### src/rtl/fp32_dot_accumulator.sv
// Multi-cycle FP32 accumulator: sums VEC_LEN products per result through ALIGN/ADD/NORM/ROUND.
// Rounding mode macro FP_ACC_ROUND_RNE_EN: defined = round-to-nearest-even, undefined = truncate.
module fp32_dot_accumulator #(
  parameter int VEC_LEN = 4,
  parameter int CNT_W   = $clog2(VEC_LEN) + 1
) (
  input  logic        clk,
  input  logic        rst,
  input  logic        clear,
  input  logic        in_valid,
  output logic        in_ready,
  input  logic [31:0] in_data,
  output logic        out_valid,
  input  logic        out_ready,
  output logic [31:0] out_sum,
  output logic        overflow,
  output logic        underflow
);
  typedef enum logic [2:0] {S_IDLE, S_ALIGN, S_ADD, S_NORM, S_ROUND} state_e;

  state_e            state_q, state_d;
  logic [31:0]       acc_q, acc_d;
  logic [31:0]       prod_q, prod_d;
  logic [CNT_W-1:0]  cnt_q, cnt_d;
  logic              ovf_q, ovf_d, unf_q, unf_d;
  logic              in_ready_q, in_ready_d;
  logic              out_valid_q, out_valid_d;
  logic [31:0]       out_sum_q, out_sum_d;
  logic              overflow_q, overflow_d, underflow_q, underflow_d;

  // Inter-stage datapath registers
  logic              sign_q, sign_d;
  logic              sub_q, sub_d;
  logic signed [9:0] exp_q, exp_d;
  logic [26:0]       man_a_q, man_a_d, man_b_q, man_b_d;
  logic [27:0]       sum_q, sum_d;
  logic [26:0]       norm_q, norm_d;
  logic              zero_q, zero_d;
  logic              special_q, special_d;
  logic [31:0]       special_val_q, special_val_d;

  // ALIGN stage signals
  logic [7:0]  x_exp, y_exp, big_exp, small_exp, exp_diff;
  logic [22:0] x_frac, y_frac;
  logic        x_inf, x_nan, y_inf, y_nan, swap, big_sign, is_special;
  logic [26:0] big_man, small_man, small_aln;
  logic [4:0]  shamt;
  logic [53:0] shift_ext;
  logic [31:0] special_res;

  always_comb begin
    x_exp  = acc_q[30:23];
    y_exp  = prod_q[30:23];
    x_inf  = (x_exp == 8'hFF) && (acc_q[22:0] == 23'h0);
    x_nan  = (x_exp == 8'hFF) && (acc_q[22:0] != 23'h0);
    y_inf  = (y_exp == 8'hFF) && (prod_q[22:0] == 23'h0);
    y_nan  = (y_exp == 8'hFF) && (prod_q[22:0] != 23'h0);
    // Subnormals become signed zero: exponent 0 with the fraction cleared.
    x_frac = (x_exp == 8'h00) ? 23'h0 : acc_q[22:0];
    y_frac = (y_exp == 8'h00) ? 23'h0 : prod_q[22:0];
    swap      = {y_exp, y_frac} > {x_exp, x_frac};
    big_sign  = swap ? prod_q[31] : acc_q[31];
    big_exp   = swap ? y_exp : x_exp;
    small_exp = swap ? x_exp : y_exp;
    big_man   = swap ? {(y_exp != 8'h00), y_frac, 3'b000} : {(x_exp != 8'h00), x_frac, 3'b000};
    small_man = swap ? {(x_exp != 8'h00), x_frac, 3'b000} : {(y_exp != 8'h00), y_frac, 3'b000};
    exp_diff  = big_exp - small_exp;
    shamt     = (exp_diff >= 8'd27) ? 5'd27 : exp_diff[4:0];
    shift_ext = {small_man, 27'h0} >> shamt;
    small_aln = {shift_ext[53:28], shift_ext[27] | (|shift_ext[26:0])};
    is_special = (x_exp == 8'hFF) || (y_exp == 8'hFF);
    if (x_nan || y_nan || (x_inf && y_inf && (acc_q[31] != prod_q[31])))
      special_res = 32'h7FC00000;
    else if (x_inf)
      special_res = {acc_q[31], 8'hFF, 23'h0};
    else
      special_res = {prod_q[31], 8'hFF, 23'h0};
  end

  // NORM stage signals
  logic [4:0]        lead, shl;
  logic [26:0]       norm_man;
  logic signed [9:0] norm_exp;
  logic              norm_zero;

  always_comb begin
    lead = 5'd0;
    for (int i = 0; i < 27; i++) begin
      if (sum_q[i]) lead = 5'(i);
    end
    shl = 5'd26 - lead;
    if (sum_q[27]) begin
      norm_man = {sum_q[27:2], sum_q[1] | sum_q[0]};
      norm_exp = exp_q + 10'sd1;
    end else begin
      norm_man = sum_q[26:0] << shl;
      norm_exp = exp_q - $signed({5'b00000, shl});
    end
    norm_zero = (sum_q == 28'h0);
  end

  // ROUND stage signals
  logic              round_up, round_ovf, round_unf;
  logic [24:0]       man25;
  logic [22:0]       rfrac;
  logic signed [9:0] rexp;
  logic [31:0]       round_res;

  always_comb begin
`ifdef FP_ACC_ROUND_RNE_EN
    round_up = norm_q[2] && (norm_q[1] || norm_q[0] || norm_q[3]);
`else
    // Truncation: guard, round and sticky are dropped.
    round_up = 1'b0 && (|norm_q[2:0]);
`endif
    man25 = {1'b0, norm_q[26:3]} + {24'h0, round_up};
    rfrac = man25[24] ? man25[23:1] : man25[22:0];
    rexp  = man25[24] ? exp_q + 10'sd1 : exp_q;
    round_ovf = 1'b0;
    round_unf = 1'b0;
    if (special_q) begin
      round_res = special_val_q;
    end else if (zero_q) begin
      round_res = 32'h0;
    end else if (rexp >= 10'sd255) begin
      round_ovf = 1'b1;
`ifdef FP_ACC_ROUND_RNE_EN
      round_res = {sign_q, 8'hFF, 23'h0};
`else
      round_res = {sign_q, 31'h7F7FFFFF};
`endif
    end else if (rexp <= 10'sd0) begin
      round_unf = 1'b1;
      round_res = {sign_q, 31'h0};
    end else begin
      round_res = {sign_q, rexp[7:0], rfrac};
    end
  end

  always_comb begin
    // NOTE: every _d starts from its _q so no path through this block can infer a latch.
    state_d       = state_q;
    acc_d         = acc_q;
    prod_d        = prod_q;
    cnt_d         = cnt_q;
    ovf_d         = ovf_q;
    unf_d         = unf_q;
    in_ready_d    = in_ready_q;
    out_valid_d   = out_valid_q;
    out_sum_d     = out_sum_q;
    overflow_d    = overflow_q;
    underflow_d   = underflow_q;
    sign_d        = sign_q;
    sub_d         = sub_q;
    exp_d         = exp_q;
    man_a_d       = man_a_q;
    man_b_d       = man_b_q;
    sum_d         = sum_q;
    norm_d        = norm_q;
    zero_d        = zero_q;
    special_d     = special_q;
    special_val_d = special_val_q;
    unique case (state_q)
      S_IDLE: begin
        if (out_valid_q) begin
          if (out_ready) begin
            out_valid_d = 1'b0;
            in_ready_d  = 1'b1;
          end
        end else if (in_ready_q && in_valid) begin
          prod_d     = in_data;
          in_ready_d = 1'b0;
          state_d    = S_ALIGN;
        end else begin
          in_ready_d = 1'b1;
        end
      end
      S_ALIGN: begin
        sign_d        = big_sign;
        sub_d         = acc_q[31] ^ prod_q[31];
        exp_d         = $signed({2'b00, big_exp});
        man_a_d       = big_man;
        man_b_d       = small_aln;
        special_d     = is_special;
        special_val_d = special_res;
        state_d       = S_ADD;
      end
      S_ADD: begin
        sum_d   = sub_q ? ({1'b0, man_a_q} - {1'b0, man_b_q})
                        : ({1'b0, man_a_q} + {1'b0, man_b_q});
        state_d = S_NORM;
      end
      S_NORM: begin
        norm_d  = norm_man;
        exp_d   = norm_exp;
        zero_d  = norm_zero;
        state_d = S_ROUND;
      end
      S_ROUND: begin
        state_d = S_IDLE;
        if (cnt_q + 1'b1 == CNT_W'(VEC_LEN)) begin
          out_valid_d = 1'b1;
          out_sum_d   = round_res;
          overflow_d  = ovf_q | round_ovf;
          underflow_d = unf_q | round_unf;
          acc_d       = 32'h0;
          cnt_d       = '0;
          ovf_d       = 1'b0;
          unf_d       = 1'b0;
          in_ready_d  = 1'b0;
        end else begin
          acc_d      = round_res;
          cnt_d      = cnt_q + 1'b1;
          ovf_d      = ovf_q | round_ovf;
          unf_d      = unf_q | round_unf;
          in_ready_d = 1'b1;
        end
      end
      default: state_d = S_IDLE;
    endcase
    if (clear) begin
      state_d     = S_IDLE;
      acc_d       = 32'h0;
      cnt_d       = '0;
      ovf_d       = 1'b0;
      unf_d       = 1'b0;
      out_valid_d = 1'b0;
      overflow_d  = 1'b0;
      underflow_d = 1'b0;
      in_ready_d  = 1'b1;
    end
  end

  // NOTE: non-blocking assignments so every flop samples the pre-edge values of the others.
  always_ff @(posedge clk or posedge rst) begin
    if (rst) begin
      state_q       <= S_IDLE;
      acc_q         <= 32'h0;
      prod_q        <= 32'h0;
      cnt_q         <= '0;
      ovf_q         <= 1'b0;
      unf_q         <= 1'b0;
      in_ready_q    <= 1'b0;
      out_valid_q   <= 1'b0;
      out_sum_q     <= 32'h0;
      overflow_q    <= 1'b0;
      underflow_q   <= 1'b0;
      sign_q        <= 1'b0;
      sub_q         <= 1'b0;
      exp_q         <= '0;
      man_a_q       <= '0;
      man_b_q       <= '0;
      sum_q         <= '0;
      norm_q        <= '0;
      zero_q        <= 1'b0;
      special_q     <= 1'b0;
      special_val_q <= 32'h0;
    end else begin
      state_q       <= state_d;
      acc_q         <= acc_d;
      prod_q        <= prod_d;
      cnt_q         <= cnt_d;
      ovf_q         <= ovf_d;
      unf_q         <= unf_d;
      in_ready_q    <= in_ready_d;
      out_valid_q   <= out_valid_d;
      out_sum_q     <= out_sum_d;
      overflow_q    <= overflow_d;
      underflow_q   <= underflow_d;
      sign_q        <= sign_d;
      sub_q         <= sub_d;
      exp_q         <= exp_d;
      man_a_q       <= man_a_d;
      man_b_q       <= man_b_d;
      sum_q         <= sum_d;
      norm_q        <= norm_d;
      zero_q        <= zero_d;
      special_q     <= special_d;
      special_val_q <= special_val_d;
    end
  end

  assign in_ready  = in_ready_q;
  assign out_valid = out_valid_q;
  assign out_sum   = out_sum_q;
  assign overflow  = overflow_q;
  assign underflow = underflow_q;
endmodule

### config.mk
export PLATFORM = sky130hd
export DESIGN_NAME = fp32_dot_accumulator
export DESIGN_NICKNAME = d
export VERILOG_FILES = /design/src/rtl/fp32_dot_accumulator.sv
export SDC_FILE = /design/constraint.sdc
export NUM_CORES = 1
export LEC_CHECK = 0
export ABC_AREA = 0
export CELL_PAD_IN_SITES_DETAIL_PLACEMENT = 1
export CELL_PAD_IN_SITES_GLOBAL_PLACEMENT = 1
export CORE_AREA = 10 10 243 245
export DETAILED_ROUTE_END_ITERATION = 10
export DIE_AREA = 0 0 253 255
export PLACE_DENSITY_LB_ADDON = 0.1
export SYNTH_ARGS = -nofsm -noshare
export SYNTH_HDL_FRONTEND = slang
export SYNTH_SLANG_ARGS = --single-unit
### constraint.sdc
create_clock -name clk -period 8.1 [get_ports clk]
set_input_delay 1.62 -clock clk [delete_from_list [all_inputs] [get_ports clk]]
set_output_delay 1.62 -clock clk [all_outputs]
set_load 0.01 [all_outputs]
==> results.sh <==
export IMPL_drt_met1_wl_mm=29.8
export IMPL_fp_coreArea_um2=54400
export IMPL_hold_start="norm_q[14]$_DFFE_PP0P_"
export IMPL_post_cts_buffers=0
export IMPL_syn_area_um2=16100
export IMPL_crit_path_start_kind="flop"
export IMPL_synth_seq_cells=227
export IMPL_clk_pin_slew_ns=0.06
export IMPL_num_rows=86
export IMPL_worst_path_max_delay_cell="dfrtp_1"
export IMPL_synth_cell_types=90
export IMPL_dieArea_um2=64500
export IMPL_worst_pin_slew_ns=1.22
export IMPL_firstDrtPassIters=5
export IMPL_dpl_cell_count=2644
export IMPL_syn_nets=2048
export IMPL_h_tree_depth=1
export IMPL_grt_pass1_vias=15194
export IMPL_fin_cells=2697
export IMPL_wl_mm=62.0
export IMPL_critPathMaxStageDelay_ns=0.45
export IMPL_synthArstFlopShare=1.00
export IMPL_synth_edf_count=0
export IMPL_drc=0
export IMPL_dr_wl_met3_mm=1.75
export IMPL_final_hold_violation_count=0
export IMPL_fin_crit_sh=0.867
export IMPL_cts_hold_buf=0
export IMPL_grt_overflow_total=0
export IMPL_rsz0062_at_grt="false"
export IMPL_drive_gt1_frac=0.0883
export IMPL_synth_area_leaders="dfrtp_1 35%, nand2_1 6.4%, o21ai_0 5.9%"
export IMPL_yosysTopAreaCell="dfrtp_1"
export IMPL_cts_path_max_buffers=3
export IMPL_rr_startpoint="prod_q[25]$_DFFE_PP0P_"
export IMPL_vias=14683
export IMPL_fmax_mhz=142
export IMPL_period_needed_ns=7.03
export IMPL_grt_max_degree=153
export IMPL_setup_viol_count_final=0
export IMPL_skew_ns=0.0340
export IMPL_initial_core_util=0.296
export IMPL_ys_warn_count=0
export IMPL_viasPerCell=5.44
export IMPL_fin_nets=2082
export IMPL_cp_data_required_time_ns=8.51
export IMPL_wl_met2_mm=28.9
export IMPL_portBuffers=72
export IMPL_worst_path_most_repeated_cell="nor4_1"
export IMPL_outcome="finished, final reports clean"
export IMPL_cpLargestDelayFamily="simple AND/OR/NAND/NOR gates"
export IMPL_gp_routability_congestion=0.832
export IMPL_dp_slack_ns=1.16
export IMPL_die_h_um=255
export IMPL_cts_buffers=30
export IMPL_crit_type="reg -> reg"
export IMPL_path_buf_inv=2
export IMPL_final_setup_worst_slack_ns=1.07
export IMPL_cts_sinks=227
export IMPL_postSynthCellCount=1938
export IMPL_synth_top_cell_area_share=0.352
export IMPL_drv_slew=0
export IMPL_worst_path_max_fanout=25
export IMPL_syn2layout_area_growth_pct=15.7
export IMPL_leakage_nw=7.86
export IMPL_grt_use_total=0.191
export IMPL_clock_root_buffer="clkbuf_16"
export IMPL_yosysMostFrequentCell="nand2_1"
export IMPL_startpoint="prod_q[25]$_DFFE_PP0P_"
export IMPL_wire_per_inst_um=23.0
export IMPL_initialDrtViolationCount=882
export IMPL_synth_flop_cell="dfrtp_1"
export IMPL_routed_top_layer="met5"
export IMPL_arrival_ns=7.43
export IMPL_min_path_type="reg -> reg"
export IMPL_cts_resized=0
export IMPL_peakVddDrop_uv=257
export IMPL_num_io_pins=73
export IMPL_relSlewSlack=0.184
export IMPL_die_w_um=253
export IMPL_syn_avg_cell_area_um2=8.32
export IMPL_crit_path_end_kind="flop"
export IMPL_power_density_nw_per_um2=518
export IMPL_antenna_cells=0
export IMPL_yosysSeqAreaShare=0.352
export IMPL_max_cap_violations=0
export IMPL_post_dp_hpwl_mm=48.3
export IMPL_tns_ns=0
export IMPL_drtAntennaViolNets=0
export IMPL_synth_common_cells="275 x nand2_1, 227 x dfrtp_1, 191 x o21ai_0"
export IMPL_grt_pass1_wl_mm=95.8
export IMPL_antenna_found_initial=1
export IMPL_clock_latency_ns=0.58
export IMPL_cts_tree="built"
-- cells by family after synthesis --
group,Yosys count,share of synthesized area
fa+ha+maj,73,0.0571
mux,134,0.0944
flops,227,0.352
xor+xnor,65,0.0358
buf+inv,164,0.0404
compound gates,596,0.226
simple gates,679,0.193
-- power breakdown --
| group | total (mW) | switching, mW | internal, mW |
|---|---|---|---|
| logic | 6.45 | 4.02 | 2.43 |
| clock network | 1.36 | 0.529 | 0.827 |
| registers | 1.85 | 0.409 | 1.44 |
| total | 9.65 | 4.95 | 4.70 |
-- registers in the layout (all words and copies together), names as in the netlist --
| name | count |
|---|---|
| acc_q | 32 |
| out_sum | 32 |
| prod_q | 32 |
| sum_q | 28 |
| man_b_q | 27 |
| man_a_q | 24 |
| norm_q | 23 |
| exp_q | 10 |
| cnt_q | 3 |
| special_val_q | 3 |
| state_q | 3 |
| in_ready | 1 |
| out_valid | 1 |
| overflow | 1 |
| ovf_q | 1 |
| sign_q | 1 |
| special_q | 1 |
| sub_q | 1 |
| underflow | 1 |
| unf_q | 1 |
| zero_q | 1 |
-- path summary, 6_finish.rpt --
| check | to | slack (ns) | cells after the start |
|---|---|---|---|
| setup reg to reg | man_b_q[0]$_DFFE_PP0N_ | 1.07 | 28 |
| hold / removal | norm_q[14]$_DFFE_PP0P_ | 0.47 | 2 |
| setup / recovery | man_b_q[0]$_DFFE_PP0N_ | 1.07 | 28 |
| max in group asynchronous | man_b_q[11]$_DFFE_PP0N_ | 5.22 | 3 |
| hold reg to reg | norm_q[14]$_DFFE_PP0P_ | 0.47 | 2 |
| min in group asynchronous | overflow$_DFFE_PP0P_ | 1.50 | 2 |
-- worst reg2reg max path, delay by kind of cell, from the launching register on --
| family | cells | cell delay [ns] |
|---|---|---|
| simple gates | 14 | 3.04 |
| fa+ha+maj | 2 | 0.54 |
| compound gates | 7 | 1.67 |
| buf+inv | 2 | 0.50 |
| mux | 2 | 0.31 |
| xor+xnor | 1 | 0.35 |
| flops | 1 | 0.45 |
-- metrics by stage --
stage | util | area (µm²) | hold WS [ns] | power (mW)
2_1_floorplan | - | 16100 | 0.446 | 6.26
3_3_place_gp | 0.324 | 17700 | 0.462 | 8.27
3_5_place_dp | 0.324 | 17700 | 0.464 | 8.32
4_1_cts | 0.343 | 18700 | 0.479 | 9.73
5_1_grt | 0.343 | 18700 | 0.510 | 10.4
6_report | 0.343 | 18700 | 0.474 | 9.65
-- per-layer routing --
| layer | vias up | global-route usage |
|---|---|---|
| li1 | 7077 | - |
| met1 | 7306 | 0.261 |
| met2 | 225 | 0.316 |
| met3 | 73 | 0.0168 |
| met4 | 2 | 0.0528 |
| met5 | - | 0 |
-- cells in the final DEF, fill, tap and decap left out, types with 8 or more instances in the layout --
cell type and instances:
mux4_2 9, clkdlybuf4s50_1 72, nand2b_1 15, nand4_1 22
a21oi_1 186, ha_1 72, nor2_1 155, or3_1 12
a21o_1 21, o21a_1 15, mux2i_1 83, nor2b_1 10
nand3_1 26, nand2_1 273, dfrtp_1 227, xor2_1 18
mux2_2 40, a31oi_1 27, a221oi_1 8, a22oi_1 14
buf_4 42, clkbuf_16 30, xnor2_1 44, o211ai_1 10
o21ai_0 191, o21bai_1 14, nor3_1 48, a211oi_1 21
nor4_1 29, o22ai_1 24, o31ai_1 9, and3_1 10
and2_1 43, clkbuf_1 10, inv_1 46
-- layout make-up --
type                            instances  area [µm²]
Timing Repair Buffer                  116        1080
Tap cell                              704         881
Sequential cell                       227        5680
Multi-Input combinational cell       1547        9830
Fill cell                            6410       35800
Clock buffer                           42         816
Inverter                               50         195
Clock inverter                         11         179
Note: power is estimated with default switching activity, not from simulation.
